`src/rtl/byte_divider.sv`:
```
`default_nettype none
// ============================================================================
// Module   : byte_divider
// Purpose  : Sequential restoring divider, A / B -> Q, R, one quotient bit per
//            clock, with a start/busy/done handshake and divide-by-zero flag.
// Revision : 1.0  initial release
// ============================================================================
module byte_divider #(
  parameter int WIDTH = 8
) (
  input  logic             clk,
  input  logic             rst,
  input  logic             start,
  input  logic [WIDTH-1:0] A,
  input  logic [WIDTH-1:0] B,
  output logic [WIDTH-1:0] Q,
  output logic [WIDTH-1:0] R,
  output logic             busy,
  output logic             done,
  output logic             flag
);

  localparam int            CW     = $clog2(WIDTH);
  localparam logic [CW-1:0] C_LAST = CW'(WIDTH - 1);

  localparam logic [1:0] S_IDLE = 2'd0;
  localparam logic [1:0] S_CALC = 2'd1;
  localparam logic [1:0] S_DONE = 2'd2;

  logic [1:0]       r_state;
  logic [1:0]       w_next_state;
  logic [WIDTH-1:0] r_dvd;
  logic [WIDTH-1:0] r_div;
  logic [WIDTH-1:0] r_rem;
  logic [WIDTH-1:0] r_quo;
  logic [CW-1:0]    r_cnt;

  logic             w_accept;
  logic             w_b_zero;
  logic             w_last;
  logic [WIDTH:0]   w_rem_t;
  logic             w_ge;
  logic [WIDTH-1:0] w_rem_sub;
  logic [WIDTH-1:0] w_rem_nxt;
  logic [WIDTH-1:0] w_quo_nxt;

  // A new request is taken in IDLE and also in the DONE cycle (back-to-back).
  assign w_accept  = start && (r_state != S_CALC);
  assign w_b_zero  = (B == '0);
  assign w_last    = (r_cnt == C_LAST);

  // The shifted partial remainder keeps its carry-out bit so the compare is exact;
  // when it is >= divisor the difference always fits back into WIDTH bits.
  assign w_rem_t   = {r_rem, r_dvd[WIDTH-1]};
  assign w_ge      = (w_rem_t >= {1'b0, r_div});
  assign w_rem_sub = w_rem_t[WIDTH-1:0] - r_div;
  assign w_rem_nxt = w_ge ? w_rem_sub : w_rem_t[WIDTH-1:0];
  assign w_quo_nxt = {r_quo[WIDTH-2:0], w_ge};

  always_ff @(posedge clk) begin
    if (rst) begin
      r_state <= S_IDLE;
    end else begin
      r_state <= w_next_state;
    end
  end

  always_comb begin
    w_next_state = r_state;
    case (r_state)
      S_IDLE, S_DONE: begin
        if (w_accept) begin
          w_next_state = w_b_zero ? S_DONE : S_CALC;
        end else begin
          w_next_state = S_IDLE;
        end
      end
      S_CALC: begin
        if (w_last) begin
          w_next_state = S_DONE;
        end
      end
      default: w_next_state = S_IDLE;
    endcase
  end

  always_comb begin
    busy = (r_state == S_CALC);
    done = (r_state == S_DONE);
  end

  always_ff @(posedge clk) begin
    if (rst) begin
      r_dvd <= '0;
      r_div <= '0;
      r_rem <= '0;
      r_quo <= '0;
      r_cnt <= '0;
      Q     <= '0;
      R     <= '0;
      flag  <= 1'b0;
    end else if (w_accept) begin
      r_dvd <= A;
      r_div <= B;
      r_rem <= '0;
      r_quo <= '0;
      r_cnt <= '0;
      // Divide-by-zero resolves immediately; otherwise results hold until the new load.
      if (w_b_zero) begin
        Q    <= '1;
        R    <= A;
        flag <= 1'b1;
      end
    end else if (r_state == S_CALC) begin
      r_dvd <= r_dvd << 1;
      r_rem <= w_rem_nxt;
      r_quo <= w_quo_nxt;
      r_cnt <= r_cnt + 1'b1;
      if (w_last) begin
        Q    <= w_quo_nxt;
        R    <= w_rem_nxt;
        flag <= 1'b0;
      end
    end
  end

endmodule
`default_nettype wire

```
`config.mk`:
```
export PLATFORM = sky130hd
export DESIGN_NAME = byte_divider
export DESIGN_NICKNAME = d
export VERILOG_FILES = /design/src/rtl/byte_divider.sv
export SDC_FILE = /design/constraint.sdc
export NUM_CORES = 1
export LEC_CHECK = 0
export ABC_CLOCK_PERIOD_IN_PS = 2100
export CAP_MARGIN = 25
export CORE_MARGIN = 8
export CORE_UTILIZATION = 49
export CTS_CLUSTER_SIZE = 16
export DETAILED_ROUTE_END_ITERATION = 7
export PLACE_DENSITY = 0.8
export SLEW_MARGIN = 20
export SYNTH_ARGS = -nofsm -noshare
export SYNTH_HDL_FRONTEND = slang
export SYNTH_SLANG_ARGS = --single-unit
```
`constraint.sdc`:
```
create_clock -name clk -period 2.1 [get_ports clk]
set_input_delay 0.525 -clock clk [delete_from_list [all_inputs] [get_ports clk]]
set_output_delay 0.525 -clock clk [all_outputs]
set_load 0.005 [all_outputs]
```
# Yosys cells after proc, flatten, opt, wreduce, memory -nomap -nowiden
# Index checks and enable logic that the tools add are counted.
dict set report totals {
  wordCells 45
  reg_bits 53
  input_bits 19
  output_inout_bits 19
}
dict set report classes {
  eq_ne 6
  n_mux 19
  reduce_logical 8
  add_sub_neg 2
  magnitude_cmp 1
}
# op count
set ops {}
lappend ops {{$mux W8} 11}
lappend ops {{$ge A9 B8 Y1} 1}
lappend ops {{$logic_not A8 Y1} 1}
lappend ops {{$sub A8 B8 Y8} 1}
lappend ops {{$mux W2} 3}
lappend ops {{$ne A2 B1 Y1 const B} 3}
lappend ops {{$mux W1} 4}
lappend ops {{$pmux W2 S2} 1}
lappend ops {{$reduce_bool A2 Y1} 2}
lappend ops {{$reduce_or A2 Y1} 2}
lappend ops {{$add A3 B1 Y3 const B} 1}
lappend ops {{$eq A3 B3 Y1 const B} 1}
lappend ops {{$reduce_and A3 Y1} 1}
lappend ops {{$eq A2 B1 Y1 const B} 1}
lappend ops {{$eq A2 B2 Y1 const B} 1}
lappend ops {{$logic_not A2 Y1} 1}
lappend ops {{$logic_and A1 B1 Y1} 1}

# Longest topological paths before layout
dict set report depth {
  depth_word 5
  mapped_depth 9
}

# Least setup slack after synthesis
# Ideal clock, no wire load.
dict set report synth_timing {
  path_kind {register to register}
  from {register r_div[6]}
  to {register R[1]}
  t_arrival_ns 1.926
  setup_slack_ns 0.071
  stages_incl_launch_ff 8
  n_path_buf 0
  synth_period_minus_slack_ns 2.029
  path_cell_list {dfxtp_1 inv_1 ha_1 a21oi_2 o221ai_2 a21oi_2 mux2_2 a2111oi_2}
}
dict set report synth_via {
  elab_chain_cells 5
}
# element line_no
set synth_rtl {}
lappend synth_rtl {{start: declaration} 33} ;# logic [WIDTH-1:0] r_div;
lappend synth_rtl {{start signal: assignment} 95} ;# r_div <= '0;
lappend synth_rtl {{start signal: assignment} 104} ;# r_div <= B;
lappend synth_rtl {{$ge A9 B8 Y1} 55} ;# assign w_ge = (w_rem_t >= {1'b0, r_div});
lappend synth_rtl {{$mux W8} 57} ;# assign w_rem_nxt = w_ge ? w_rem_sub : w_rem_t[WIDTH-1:0];
lappend synth_rtl {{$mux W8} 119} ;# if (w_last) begin
lappend synth_rtl {{$mux W8} 114} ;# end else if (r_state == S_CALC) begin
lappend synth_rtl {{$mux W8} 102} ;# end else if (w_accept) begin
lappend synth_rtl {{end signal: assignment} 121} ;# R <= w_rem_nxt;
lappend synth_rtl {{end: declaration} 17} ;# output logic [WIDTH-1:0] R,
# Every way passes these cells. The select of a mux whose other input is x is not followed.
# A chain may end at the register's enable or synchronous reset.

# Final worst setup path
dict set report layout_timing {
  from {register r_dvd[7]}
  to {register R[6]}
}
dict set report layout_via {
  elab_chain_cells 5
  word_cells_on_any_way 6
  cone_classes {add/sub: 1; order compare: 1; mux: 4}
}
# element line_no
set layout_rtl {}
lappend layout_rtl {{start: declaration} 32} ;# logic [WIDTH-1:0] r_dvd;
lappend layout_rtl {{start signal: assignment} 115} ;# r_dvd <= r_dvd << 1;
lappend layout_rtl {{$sub A8 B8 Y8 or $ge A9 B8 Y1 (tied branches)} {56, 55}}
lappend layout_rtl {{$mux W8 *} 57}
lappend layout_rtl {{$mux W8 *} 119}
lappend layout_rtl {{$mux W8 *} 114}
lappend layout_rtl {{$mux W8 *} 102}
# Every way passes the cells marked *; elsewhere a longest branch is shown, timed or not. The select of a mux whose other input is x is not followed.

==> metrics <==
status completed; pre-CTS setup slack -0.382 ns; Worst-Skew Late Latency 0.32 ns; Compound-Gate Fraction of Synth Area 18.3%; cell area after layout 3610 um2; Worst Setup End Kind register; IO Count 38; net switching power figure 0.000747 W; Comb pwr share 28.0%; die area 8100 um2; initial detailed-routing violation count 105; top cells by count, synth 53 x dfxtp_1, 41 x nor2_1, 40 x nand2_1; final setup margin 0.0621 ns; total core area 5410 um2; RSZ-0062 raised after global routing yes; Worst slew margin 72.4%; cell internal pwr 0.00174 W; Slew Limit Fails 0; Worst-Margin Slew 0.413 ns; clock share of power 28.8%; area grow syn2layout 34.3%; via count 2429; die extent in x 90.0 um; met2 usage 30.3%; drt drc 0; Final HPWL DP 4740 um; post-route clock period utilization 97.0%; Simple-Gate Fraction of Synth Area 23.7%; # rows 27; Wirelength per Cell 15.8 um; syn_area_per_cell 8.66 um2; initial core utilization 49.7%; layout cell share with drive strength beyond 1 26.6%; Vias/cell 5.47; initial antenna violation count 0; Peak Freq 0.491 GHz; Worst setup SP type register; synthesized area 2690 um2; nets@finish 401; Cell Pwr Density 689 nW/um2; first-pass GRT wire length 11500 um; H-tree levels 2; Port Buffers 37; required time of the critical path 2.30 ns; router iterations before antenna repair 4; post-synth net total 340; met1 Track Usage GR 19.0%; sequential share of power 43.2%; Max Cap Violations 0; post-synthesis mux area share 4.99%; CTS max path bufs 2; Detail Route Antenna Nets 0; Root Buffer clkbuf_8; FFs w/ async S/R, synth 0%; setup_tns 0 ns; Worst Hold Class reg2reg; final wirelength 7040 um; Top FF cell, synth dfxtp_1; Die Ht 90.0 um; largest net degree at the start of global routing 36; Pleak 1.41 nW; number of flops mapped to enable cells by yosys 0; Cell variety after synth 51; clk slew on worst S/H paths 0.10 ns; Post-Synth XOR/XNOR Area 0.979%; maximum vdd ir drop 526 uV; final setup fails 0; GR Overflow Total 0; fin cells 444; Setup Skew 0.00761 ns; CTS tree yes; M3 GR Usage 3.16%; adder-cell share of the synthesized area 5.41%; vias in the first global route 2421; Crit path arrival time 2.24 ns; busiest grt layer met2; worst-path maximum fanout 2; Sw Ratio 30.1%; CTS buffer count 5; crit path kind reg2reg; register area share after synthesis 39.5%; top cells by area, synth dfxtp_1 40%, nor2_1 5.7%, nand2_1 5.6%; CTS sink cnt 53; # diodes 0; Yosys top cell area share 39.5%; # hold bufs at CTS 0; FF+latch count, synth 53; yosys warns 0; combinational family with the most area after synthesis simple AND/OR/NAND/NOR gates; Period minus WS final 2.04 ns; GR Util All Layers 17.1%; Final Hold Fails 0; placed cells 426; Syn Inst Count 310; global placer's final weighted congestion 0.785; final core utilization 66.7%; cell taking the most area after synthesis dfxtp_1; top-count cell post-synth dfxtp_1; DP Area 3200 um2
-- area by class of cell --
cell class	instances	area, um2
clock buffers	5	68.8
multi-input cells	226	1600
clock inverters	3	46.3
fillers	441	1800
inverters	13	48.8
repair buffers	72	677
flip-flops and latches	53	1070
well taps	72	90.1
-- cell families (layout without fill, tap and decap cells) --
kind of cell,after synthesis,after routing
and+or+nand+nor,131,131
AOI/OAI and AO/OA,68,68
DFF,53,53
buffers and inverters,31,93
muxes,13,13
adders and majority gates,11,11
xor gates and xnor gates,3,3
-- per-stage QoR --
stage	total power, W	hold slack, ns
global placement	0.00161	0.444
detailed placement	0.00163	0.449
global route	0.00259	0.487
floorplan	0.00146	0.436
CTS	0.00238	0.464
finish	0.00248	0.460
-- final timing paths --
check,startpoint,slack (ns),end,cells past startpoint
setup / recovery,r_dvd[7],0.06,R[6],9
hold / removal,r_quo[6],0.46,r_quo[6],2
setup reg to reg,r_dvd[7],0.06,R[6],9
hold reg to reg,r_quo[6],0.46,r_quo[6],2
-- sequential cells by signal, summed over array words and instances (netlist names) --
register	flops
Q	8
R	8
r_div	8
r_dvd	8
r_rem	8
r_quo	7
r_cnt	3
r_state	2
flag	1
-- cell usage in the layout, fill, tap and decap left out, drive strengths merged, types with 7 or more instances in the layout --
cell type,netlist,routed
nor2b,7,7
clkdlybuf4s50,0,29
dfxtp,53,53
inv,13,13
mux2i,10,10
ha,10,10
a21oi,29,29
buf,4,35
nor3,20,20
nand2,42,42
nor2,43,43
a211oi,15,15
-- timing repair --
| action | CTS | global route |
|---|---|---|
| gates resized for setup | 20 | 37 |
| setup endpoints to repair | 10 | 19 |
| endpoints found under the hold margin | 0 | 0 |
| pin swaps | 10 | 27 |
| buffers inserted | 4 | 6 |
| gates cloned | 1 | 0 |
-- routing by layer --
layer / routed length, um / up-vias
met5: 0 / -
met4: 190 / 0
met3: 270 / 18
met2: 3720 / 55
met1: 2850 / 1153
li1: - / 1203
-- worst max-delay path, stage by stage, from the launching register on --
cell     delay, ns
dfxtp_2       0.35
inv_2         0.05
ha_4          0.16
fa_2          0.37
nor2b_2       0.14
o31a_1        0.20
o21ai_2       0.11
and4b_2       0.28
o31ai_4       0.19
a21oi_2       0.08
-- power by group through the flow --
stage,clock [W],combinational [W],sequential (W)
6_report,0.000715,0.000695,0.00107
5_1_grt,0.000761,0.000752,0.00108
4_1_cts,0.000718,0.000587,0.00107
3_5_place_dp,0,0.000538,0.00109
3_3_place_gp,0,0.000523,0.00109
2_1_floorplan,0,0.000377,0.00108
Note: power is estimated with default switching activity, not from simulation.
